`config.mk`:
```
export PLATFORM = sky130hd
export DESIGN_NAME = ddr_init_loader_flat
export DESIGN_NICKNAME = d
export VERILOG_FILES = /design/src/rtl/ddr_init_loader_if.sv /design/src/rtl/ddr_init_loader.sv /design/src/flat_wrapper.sv
export SDC_FILE = /design/constraint.sdc
export NUM_CORES = 1
export LEC_CHECK = 0
export ABC_CLOCK_PERIOD_IN_PS = 10800
export CAP_MARGIN = 20
export CELL_PAD_IN_SITES_DETAIL_PLACEMENT = 1
export CELL_PAD_IN_SITES_GLOBAL_PLACEMENT = 1
export CORE_AREA = 2 2 256 258
export DETAILED_ROUTE_END_ITERATION = 8
export DIE_AREA = 0 0 258 260
export MAX_ROUTING_LAYER = met4
export PLACE_DENSITY_LB_ADDON = 0.1
export SYNTH_ARGS = -nofsm -noshare
export SYNTH_HDL_FRONTEND = slang
export SYNTH_SLANG_ARGS = --single-unit
```
`constraint.sdc`:
```
create_clock -name avalon_clk -period 10.8 [get_ports avalon_clk]
set_clock_uncertainty 0.1 [all_clocks]
set_input_delay 2.7 -clock avalon_clk [delete_from_list [all_inputs] [get_ports avalon_clk]]
set_output_delay 2.7 -clock avalon_clk [all_outputs]
set_load 0.005 [all_outputs]
```
`src/rtl/ddr_init_loader_if.sv`:
```
// Bus bundle between the init loader and its table ROM / DDR controller.
// The loader is the master: it drives table addresses and DDR requests,
// and receives table words, write completions and read data.
interface ddr_init_loader_if #(
    parameter int DATA_W = 256,
    parameter int WORD_W = 32,
    parameter int ADDR_W = 25
);
    logic [9:0]          tbl_addr;
    logic [WORD_W-1:0]   tbl_data;
    logic                wr_rq;
    logic                rd_rq;
    logic [ADDR_W-1:0]   wr_adr;
    logic [ADDR_W-1:0]   rd_adr;
    logic [DATA_W-1:0]   wr_data;
    logic [DATA_W/8-1:0] byte_enable;
    logic                action_done;
    logic                rd_valid;
    logic [DATA_W-1:0]   rd_data;

    modport master (
        output tbl_addr, wr_rq, rd_rq, wr_adr, rd_adr, wr_data, byte_enable,
        input  tbl_data, action_done, rd_valid, rd_data
    );

    modport slave (
        input  tbl_addr, wr_rq, rd_rq, wr_adr, rd_adr, wr_data, byte_enable,
        output tbl_data, action_done, rd_valid, rd_data
    );
endinterface

```
`src/rtl/ddr_init_loader.sv`:
```
// DDR init loader: after calibration, copies a word table into DDR one
// beat at a time (WPB words packed per beat), optionally reading each
// beat back and counting mismatching beats over the enabled bytes.
module ddr_init_loader #(
    parameter int DATA_W    = 256,
    parameter int WORD_W    = 32,
    parameter int NUM_WORDS = 28,
    parameter int ADDR_W    = 25,
    parameter int BASE_ADDR = 0,
    parameter int VERIFY    = 0
) (
    input  logic        avalon_clk,
    input  logic        avalon_reset,
    input  logic        cal_ok,
    input  logic        start,
    ddr_init_loader_if.master bus,
    output logic        busy,
    output logic        done,
    output logic        error,
    output logic [15:0] err_count
);
    localparam int WPB        = DATA_W / WORD_W;
    localparam int NUM_BEATS  = (NUM_WORDS + WPB - 1) / WPB;
    localparam int LAST_N     = NUM_WORDS - (NUM_BEATS - 1) * WPB;
    localparam int BE_W       = DATA_W / 8;
    localparam int LAST_BYTES = LAST_N * WORD_W / 8;
    localparam int KW         = $clog2(WPB + 1);
    localparam int BW         = (NUM_BEATS > 1) ? $clog2(NUM_BEATS) : 1;

    localparam logic [KW-1:0]   FULL_N    = KW'(WPB);
    localparam logic [KW-1:0]   LAST_NK   = KW'(LAST_N);
    localparam logic [BW-1:0]   LAST_B    = BW'(NUM_BEATS - 1);
    localparam logic [BE_W:0]   LAST_BE_X = ({{BE_W{1'b0}}, 1'b1} << LAST_BYTES) - 1'b1;
    localparam logic [BE_W-1:0] LAST_BE   = LAST_BE_X[BE_W-1:0];

    typedef enum logic [2:0] {IDLE, FETCH, WRITE, RD_REQ, RD_WAIT, DONE} state_t;

    state_t            state;
    logic [BW-1:0]     beat_idx;
    logic [KW-1:0]     fcnt;
    logic [9:0]        tbl_addr_q;
    logic [DATA_W-1:0] beat;
    logic              wr_rq_q;
    logic              rd_rq_q;
    logic [ADDR_W-1:0] wr_adr_q;
    logic [ADDR_W-1:0] rd_adr_q;
    logic [BE_W-1:0]   be_q;
    logic [KW-1:0]     n_cur;
    logic [DATA_W-1:0] bit_mask;
    logic              mismatch;

    assign bus.tbl_addr    = tbl_addr_q;
    assign bus.wr_rq       = wr_rq_q;
    assign bus.rd_rq       = rd_rq_q;
    assign bus.wr_adr      = wr_adr_q;
    assign bus.rd_adr      = rd_adr_q;
    assign bus.wr_data     = beat;
    assign bus.byte_enable = be_q;

    assign n_cur    = (beat_idx == LAST_B) ? LAST_NK : FULL_N;
    assign mismatch = |((bus.rd_data ^ beat) & bit_mask);

    // Expand the byte enables of the held beat into a per-bit compare mask.
    always_comb begin
        bit_mask = '0;
        for (int i = 0; i < BE_W; i++) begin
            bit_mask[i*8 +: 8] = {8{be_q[i]}};
        end
    end

    // Load sequencer: fetch words, write the beat, optionally read it back.
    always_ff @(posedge avalon_clk or posedge avalon_reset) begin
        if (avalon_reset) begin
            state      <= IDLE;
            beat_idx   <= '0;
            fcnt       <= '0;
            tbl_addr_q <= '0;
            beat       <= '0;
            wr_rq_q    <= 1'b0;
            rd_rq_q    <= 1'b0;
            wr_adr_q   <= '0;
            rd_adr_q   <= '0;
            be_q       <= '1;
            busy       <= 1'b0;
            done       <= 1'b0;
            error      <= 1'b0;
            err_count  <= '0;
        end else begin
            case (state)
                IDLE, DONE: begin
                    if (start && cal_ok) begin
                        state      <= FETCH;
                        busy       <= 1'b1;
                        done       <= 1'b0;
                        error      <= 1'b0;
                        err_count  <= '0;
                        beat_idx   <= '0;
                        fcnt       <= '0;
                        tbl_addr_q <= '0;
                        beat       <= '0;
                    end
                end
                FETCH: begin
                    for (int i = 0; i < WPB; i++) begin
                        if (fcnt == KW'(i + 1)) begin
                            beat[i*WORD_W +: WORD_W] <= bus.tbl_data;
                        end
                    end
                    if (fcnt == n_cur) begin
                        state    <= WRITE;
                        wr_rq_q  <= 1'b1;
                        wr_adr_q <= ADDR_W'(BASE_ADDR) + ADDR_W'(beat_idx);
                        be_q     <= (beat_idx == LAST_B) ? LAST_BE : '1;
                    end else begin
                        fcnt <= fcnt + 1'b1;
                        if (fcnt < n_cur - 1'b1) begin
                            tbl_addr_q <= tbl_addr_q + 10'd1;
                        end
                    end
                end
                WRITE: begin
                    if (bus.action_done) begin
                        wr_rq_q <= 1'b0;
                        if (VERIFY != 0) begin
                            state    <= RD_REQ;
                            rd_rq_q  <= 1'b1;
                            rd_adr_q <= wr_adr_q;
                        end else if (beat_idx == LAST_B) begin
                            state <= DONE;
                            busy  <= 1'b0;
                            done  <= 1'b1;
                        end else begin
                            state      <= FETCH;
                            beat_idx   <= beat_idx + 1'b1;
                            fcnt       <= '0;
                            tbl_addr_q <= tbl_addr_q + 10'd1;
                            beat       <= '0;
                        end
                    end
                end
                RD_REQ: begin
                    rd_rq_q <= 1'b0;
                    state   <= RD_WAIT;
                end
                RD_WAIT: begin
                    if (bus.rd_valid) begin
                        if (mismatch) begin
                            error <= 1'b1;
                            if (err_count != 16'hFFFF) begin
                                err_count <= err_count + 16'd1;
                            end
                        end
                        if (beat_idx == LAST_B) begin
                            state <= DONE;
                            busy  <= 1'b0;
                            done  <= 1'b1;
                        end else begin
                            state      <= FETCH;
                            beat_idx   <= beat_idx + 1'b1;
                            fcnt       <= '0;
                            tbl_addr_q <= tbl_addr_q + 10'd1;
                            beat       <= '0;
                        end
                    end
                end
                default: state <= IDLE;
            endcase
        end
    end
endmodule

```
`src/flat_wrapper.sv`:
```
// flat-port wrapper written by rule: the top's interface ports become plain ports
module ddr_init_loader_flat 
#(
    parameter int DATA_W    = 256,
    parameter int WORD_W    = 32,
    parameter int NUM_WORDS = 28,
    parameter int ADDR_W    = 25,
    parameter int BASE_ADDR = 0,
    parameter int VERIFY    = 0
)
  (avalon_clk, avalon_reset, cal_ok, start, busy, done, error, err_count, bus_tbl_addr, bus_wr_rq, bus_rd_rq, bus_wr_adr, bus_rd_adr, bus_wr_data, bus_byte_enable, bus_tbl_data, bus_action_done, bus_rd_valid, bus_rd_data);
  ddr_init_loader_if #(.DATA_W(DATA_W), .WORD_W(WORD_W), .ADDR_W(ADDR_W)) bus_i ();
  input  logic avalon_clk;
  input  logic avalon_reset;
  input  logic cal_ok;
  input  logic start;
  output logic busy;
  output logic done;
  output logic error;
  output logic [15:0] err_count;
  output wire logic [$bits(bus_i.tbl_addr)-1:0] bus_tbl_addr;
  output wire logic [$bits(bus_i.wr_rq)-1:0] bus_wr_rq;
  output wire logic [$bits(bus_i.rd_rq)-1:0] bus_rd_rq;
  output wire logic [$bits(bus_i.wr_adr)-1:0] bus_wr_adr;
  output wire logic [$bits(bus_i.rd_adr)-1:0] bus_rd_adr;
  output wire logic [$bits(bus_i.wr_data)-1:0] bus_wr_data;
  output wire logic [$bits(bus_i.byte_enable)-1:0] bus_byte_enable;
  input wire logic [$bits(bus_i.tbl_data)-1:0] bus_tbl_data;
  input wire logic [$bits(bus_i.action_done)-1:0] bus_action_done;
  input wire logic [$bits(bus_i.rd_valid)-1:0] bus_rd_valid;
  input wire logic [$bits(bus_i.rd_data)-1:0] bus_rd_data;
  assign bus_tbl_addr = bus_i.tbl_addr;
  assign bus_wr_rq = bus_i.wr_rq;
  assign bus_rd_rq = bus_i.rd_rq;
  assign bus_wr_adr = bus_i.wr_adr;
  assign bus_rd_adr = bus_i.rd_adr;
  assign bus_wr_data = bus_i.wr_data;
  assign bus_byte_enable = bus_i.byte_enable;
  assign bus_i.tbl_data = bus_tbl_data;
  assign bus_i.action_done = bus_action_done;
  assign bus_i.rd_valid = bus_rd_valid;
  assign bus_i.rd_data = bus_rd_data;
  ddr_init_loader #(.DATA_W(DATA_W), .WORD_W(WORD_W), .NUM_WORDS(NUM_WORDS), .ADDR_W(ADDR_W), .BASE_ADDR(BASE_ADDR), .VERIFY(VERIFY)) u_core (.avalon_clk(avalon_clk), .avalon_reset(avalon_reset), .cal_ok(cal_ok), .start(start), .bus(bus_i), .busy(busy), .done(done), .error(error), .err_count(err_count));
endmodule
```
### Yosys cells after proc, flatten, opt, wreduce, memory -nomap -nowiden

Cells that the tools add are included.

* add/subtract/negate cells: 5
* order comparisons: 1
* equal/unequal tests: 32
* multiplexer cells: 60
* bitwise logic cells: 2
* reductions and logical operators: 24

Operator list (number)
* 2-to-1 mux 256 bit: 4
* one-hot mux 256 bit (4 select lines): 1
* 2-to-1 mux 32 bit: 9
* bitwise AND 256 bit: 1
* OR reduction 256 bit: 1
* XOR 256 bit: 1
* 2-to-1 mux 16 bit: 4
* 2-to-1 mux 10 bit: 6
* AND reduction 5 bit: 10
* one-hot mux 10 bit (4 select lines): 1
* one-hot mux 16 bit (2 select lines): 1
* != test 2 x 1 -> 1 bit (second input constant): 13
* 2-to-1 mux 4 bit: 6
* adder 16 x 1 -> 16 bit (second input constant): 1
* == test 4 x 3 -> 1 bit (second input constant): 4
* != test 16 bit (second input constant): 1
* one-hot mux 4 bit (4 select lines): 1
* 2-to-1 mux 3 bit: 5
* one-hot mux 3 bit (5 select lines): 1
* 2-to-1 mux 1 bit: 12
* AND reduction 4 bit: 3
* adder 10 x 1 -> 10 bit (second input constant): 1
* == test 4 x 2 -> 1 bit (second input constant): 2
* 2-to-1 mux 2 bit: 4
* 24 further kinds: 31

* register bits: 329
* bits of input ports: 294
* output and inout port bits: 369
* word-level logic and storage cells: 143

### Depth between registers and ports, before layout

* depth in word-level cells: 7
* gate-level depth with buffers: 11
* mapped depth without buffers: 9

### Worst setup path after synthesis

Ideal clock, no wire load.

* kind: input-to-reg
* start point: input port bus_rd_data[14]
* end point: register u_core.error
* library setup time: 147 ps
* arrival: 4701 ps
* required time: 10553 ps
* setup slack: 5852 ps
* cell stages on the path: 10
* path buffers: 2
* cells stage by stage: xnor2_1 > nand4_1 > nor4_1 > nand4_1 > or4_4 > a2111oi_4 > or2_1 > buf_4 > buf_6 > a21oi_1

* word-level cells in the longest chain between the ends: 5

Ends and longest elaborated chain
* from (decl): line flat_wrapper.sv:31 `input wire logic [$bits(bus_i.rd_data)-1:0] bus_rd_data;`
* XOR 256 bit: line ddr_init_loader.sv:61 `assign mismatch = |((bus.rd_data ^ beat) & bit_mask);`
* bitwise AND 256 bit: line ddr_init_loader.sv:61
* OR reduction 256 bit: line ddr_init_loader.sv:61
* != test 2 x 1 -> 1 bit (no line)
* AND reduction 4 bit (no line)
* to (signal assigned): line ddr_init_loader.sv:86 `error <= 1'b0;`
* to (signal assigned): line ddr_init_loader.sv:95 `error <= 1'b0;`
* to (signal assigned): line ddr_init_loader.sv:148 `error <= 1'b1;`
* to (decl): line ddr_init_loader.sv:19 `output logic error,`

Every way passes these cells.
A chain may end at the register's enable or synchronous reset.

### Worst setup path in the final report

* start point: input port bus_rd_data[105]
* end point: register u_core.err_count[8]

* word-level cells in the longest chain between the ends: 5

Ends and longest elaborated chain
* XOR 256 bit: line ddr_init_loader.sv:61
* bitwise AND 256 bit: line ddr_init_loader.sv:61
* OR reduction 256 bit: line ddr_init_loader.sv:61
* != test 2 x 1 -> 1 bit (no line)
* AND reduction 5 bit (no line)
* to (signal assigned): line ddr_init_loader.sv:150 `err_count <= err_count + 16'd1;`
* to (decl): line ddr_init_loader.sv:20 `output logic [15:0] err_count`

Every way passes these cells.

==> metrics.txt <==
status=finished clean; Async SR Flop Fraction=100%; Synth top area share=49.8%; row count=93; Leak=between 9 and 10 nW; top-count cell post-synth=nand2_1; initial antenna violation count=12; initial core utilization=roughly a quarter; first-pass GRT wire length=109 mm; largest net degree at the start of global routing=156; core area=64,100 um^2; DIE AREA=roughly 67,000 um^2; Clk pwr share=20.2%; max-slew violations=0; DRC viols=0; crit path capture type=flop; top_reg_cell synth=dfrtp_1; switching share of power=42.9%; Setup WS post-layout=4.35 ns; Power Dens Cells=274 nW/um^2; Clock Latency Late Sink=0.55 ns; area occupied by multi-input gates=between 6000 and 7000 um^2; DPL Wire Length=approximately 60 mm; Peak VDD IR=between 0.0001 and 0.00015 V; vias in the first global route=14,700; Via-to-Cell Ratio=~4.5; PortBufs=597; CTS Sinks=298; Hold EP=u_core.busy; TritonCTS clock tree=done; # H-tree levels=2; Hold Crit Class=reg -> reg; f_max=155 MHz; WL/cell=between 20 and 30 um; Seq/Total Area, Yosys=49.9%; period utilization=between 50% and 60%; Least-Margin Pin Slew=~1.1 ns; Comb pwr share=between 40% and 50%; Place WS=between 3 and 4 ns; worst hold stages=1; GPL Wtd Cong=between 0.8 and 0.9; Post-CTS Setup Inserts=0; Tmin final=6.45 ns; worst hold margin=around 0.39 ns; GRT Util Overall=23.6%; data arrival time of the critical path=6.72 ns; P&R area growth vs syn=52.4%; Sw Pwr=2.67 mW; DR pass1 iterations=5; internal power=3.56 mW; clock root buffer=clkbuf_16; GRT overflow=0; Reg-to-Reg Start=u_core.bus.wr_data[10]; hold_sp=u_core.busy; sequential power share=33.7%; Mean Syn Cell Area=9.39 um^2; Worst Path Max Fanout=16; Startpoint Class=primary input; drt first-iter violations=573; die height=260 um; setup violators final=0; Max-cap violations=0; post-CTS resize count=0; CTS max path bufs=3; placed cell area=between 20,000 and 25,000 um^2; fin nets=2,462; post-route ant nets=0; RSZ-0062 raised after global routing=false; Reg2Reg Setup Slack=6.53 ns; Design Area, Final=about 23,000 um^2; Distinct cells, synth=58; Synth top cells by count=346 x nand2_1, 297 x dfrtp_1, 235 x o21ai_0; CTS clk-pin slew, worst paths=around 0.060 ns; Post-Syn Instances=1,591; terminus of the critical flop-to-flop path=u_core.err_count[8]; Vias=13,800; Power, Total=6.24 mW; Slew HR=27.0%; hold_buf cts=0; fill cell count=7,291; CP Class=in -> reg; final wirelength=78.2 mm; register area=7460 um^2; Boundary Pins=663; synthesized cell area=about 15,000 um^2; clock buffer count from CTS=37; layout cells sized above 1=4.34%; Fin. Hold Viols=0; Horiz. Die Dim=between 200 and 300 um; post-synth top area cell=dfrtp_1; number of enable flip-flop cells after synthesis=0; Data required, critical path=11.07 ns; worst r2r path cells=9; Setup TNS Final=0 ns; Yosys reg bits=298; Worst Setup SP=bus_rd_data[105]; Ys Warns=25; leading post-synthesis cells by cell area=dfrtp_1 50%, xor2_1 11%, nand2_1 8.7%, o21ai_0 7.9%, buf_4 4.1%
[critical path, stage by stage]
cell             delay (ns)
clkdlybuf4s50_1        0.50
xnor2_1                0.13
nand4_1                0.34
nor4_1                 0.79
nand4_1                0.28
or4_4                  0.61
a2111oi_4              0.37
buf_4                  0.30
or2_1                  0.53
o31ai_1                0.15
[per-layer routing]
metal,wire length (um),vias up,GRT usage [%]
li1,-,6413,-
met5,0,-,-
met4,2000,0,6.25
met3,4580,83,5.22
met1,31500,6826,27.1
met2,40200,463,41.3
[kinds of logic (layout without fill, tap and decap cells)]
family / after synthesis / count (layout) / synth area share (%)
fa+ha+maj: 8 / 8 / 0.670
buf+inv: 169 / 702 / 6.35
simple gates: 511 / 511 / 15.1
flops: 298 / 298 / 49.9
compound gates: 350 / 350 / 13.0
mux: 5 / 5 / 0.369
xor+xnor: 248 / 248 / 14.5
other cells: 2 / 68 / 0.0503
[power groups by stage]
stage,registers [mW],clock network [mW],logic (mW)
floorplan,1.93,0,1.29
global placement,2.12,0,2.88
detailed placement,2.12,0,2.95
CTS,2.11,1.30,2.96
global route,2.16,1.34,3.19
finish,2.10,1.26,2.88
[flip-flops by register name, indices dropped and copies added (netlist names)]
name                    flops
u_core.beat_idx             2
u_core.bus.byte_enable      1
u_core.bus.tbl_addr        10
u_core.bus.wr_adr           2
u_core.bus.wr_data        256
u_core.bus.wr_rq            1
u_core.busy                 1
u_core.done                 1
u_core.err_count           16
u_core.error                1
u_core.fcnt                 4
u_core.state                3
[how the worst max path moves through the flow]
stage | to | slack, ns | cells past startpoint
final | u_core.err_count[8] | 4.35 | 10
after global routing | u_core.error | 4.22 | 10
after CTS | u_core.err_count[8] | 4.33 | 10
after detailed placement | u_core.error | 3.76 | 10
after global placement | u_core.err_count[9] | 3.82 | 10
after floorplan | u_core.beat_idx[0] | 4.04 | 1
[area by class of cell]
| type | count | share of cell area, % |
|---|---|---|
| clock inverters | 14 | 0.682 |
| repair buffers | 615 | 27.0 |
| multi-input cells | 1187 | 29.8 |
| well taps | 855 | 4.70 |
| inverters | 21 | 0.363 |
| flip-flops and latches | 298 | 32.8 |
| diodes | 3 | 0.0330 |
| clock buffers | 52 | 4.62 |
[metrics by stage]
step                instances  utilization (%)
global route             3045             35.5
global placement         2973             33.6
floorplan                1654                -
CTS                      3042             35.5
finish                   3045             35.5
detailed placement       2976             33.6
[cell usage in the layout (no fill, tap or decap), types with 9 or more instances in the layout]
master	Yosys	routed
o41ai_1	9	9
xor2_1	193	193
and3_1	9	9
a21oi_1	14	14
conb_1	2	65
o21ai_0	235	235
inv_1	19	18
nand2_1	346	338
nor2_1	31	31
clkdlybuf4s50_1	0	597
nand4_1	31	31
nor4_1	52	52
xnor2_1	55	55
o21ai_1	45	45
o31ai_1	12	12
dfrtp_1	297	297
buf_4	81	13
clkbuf_16	0	37
No activity file was read; power rests on OpenSTA's default activity.
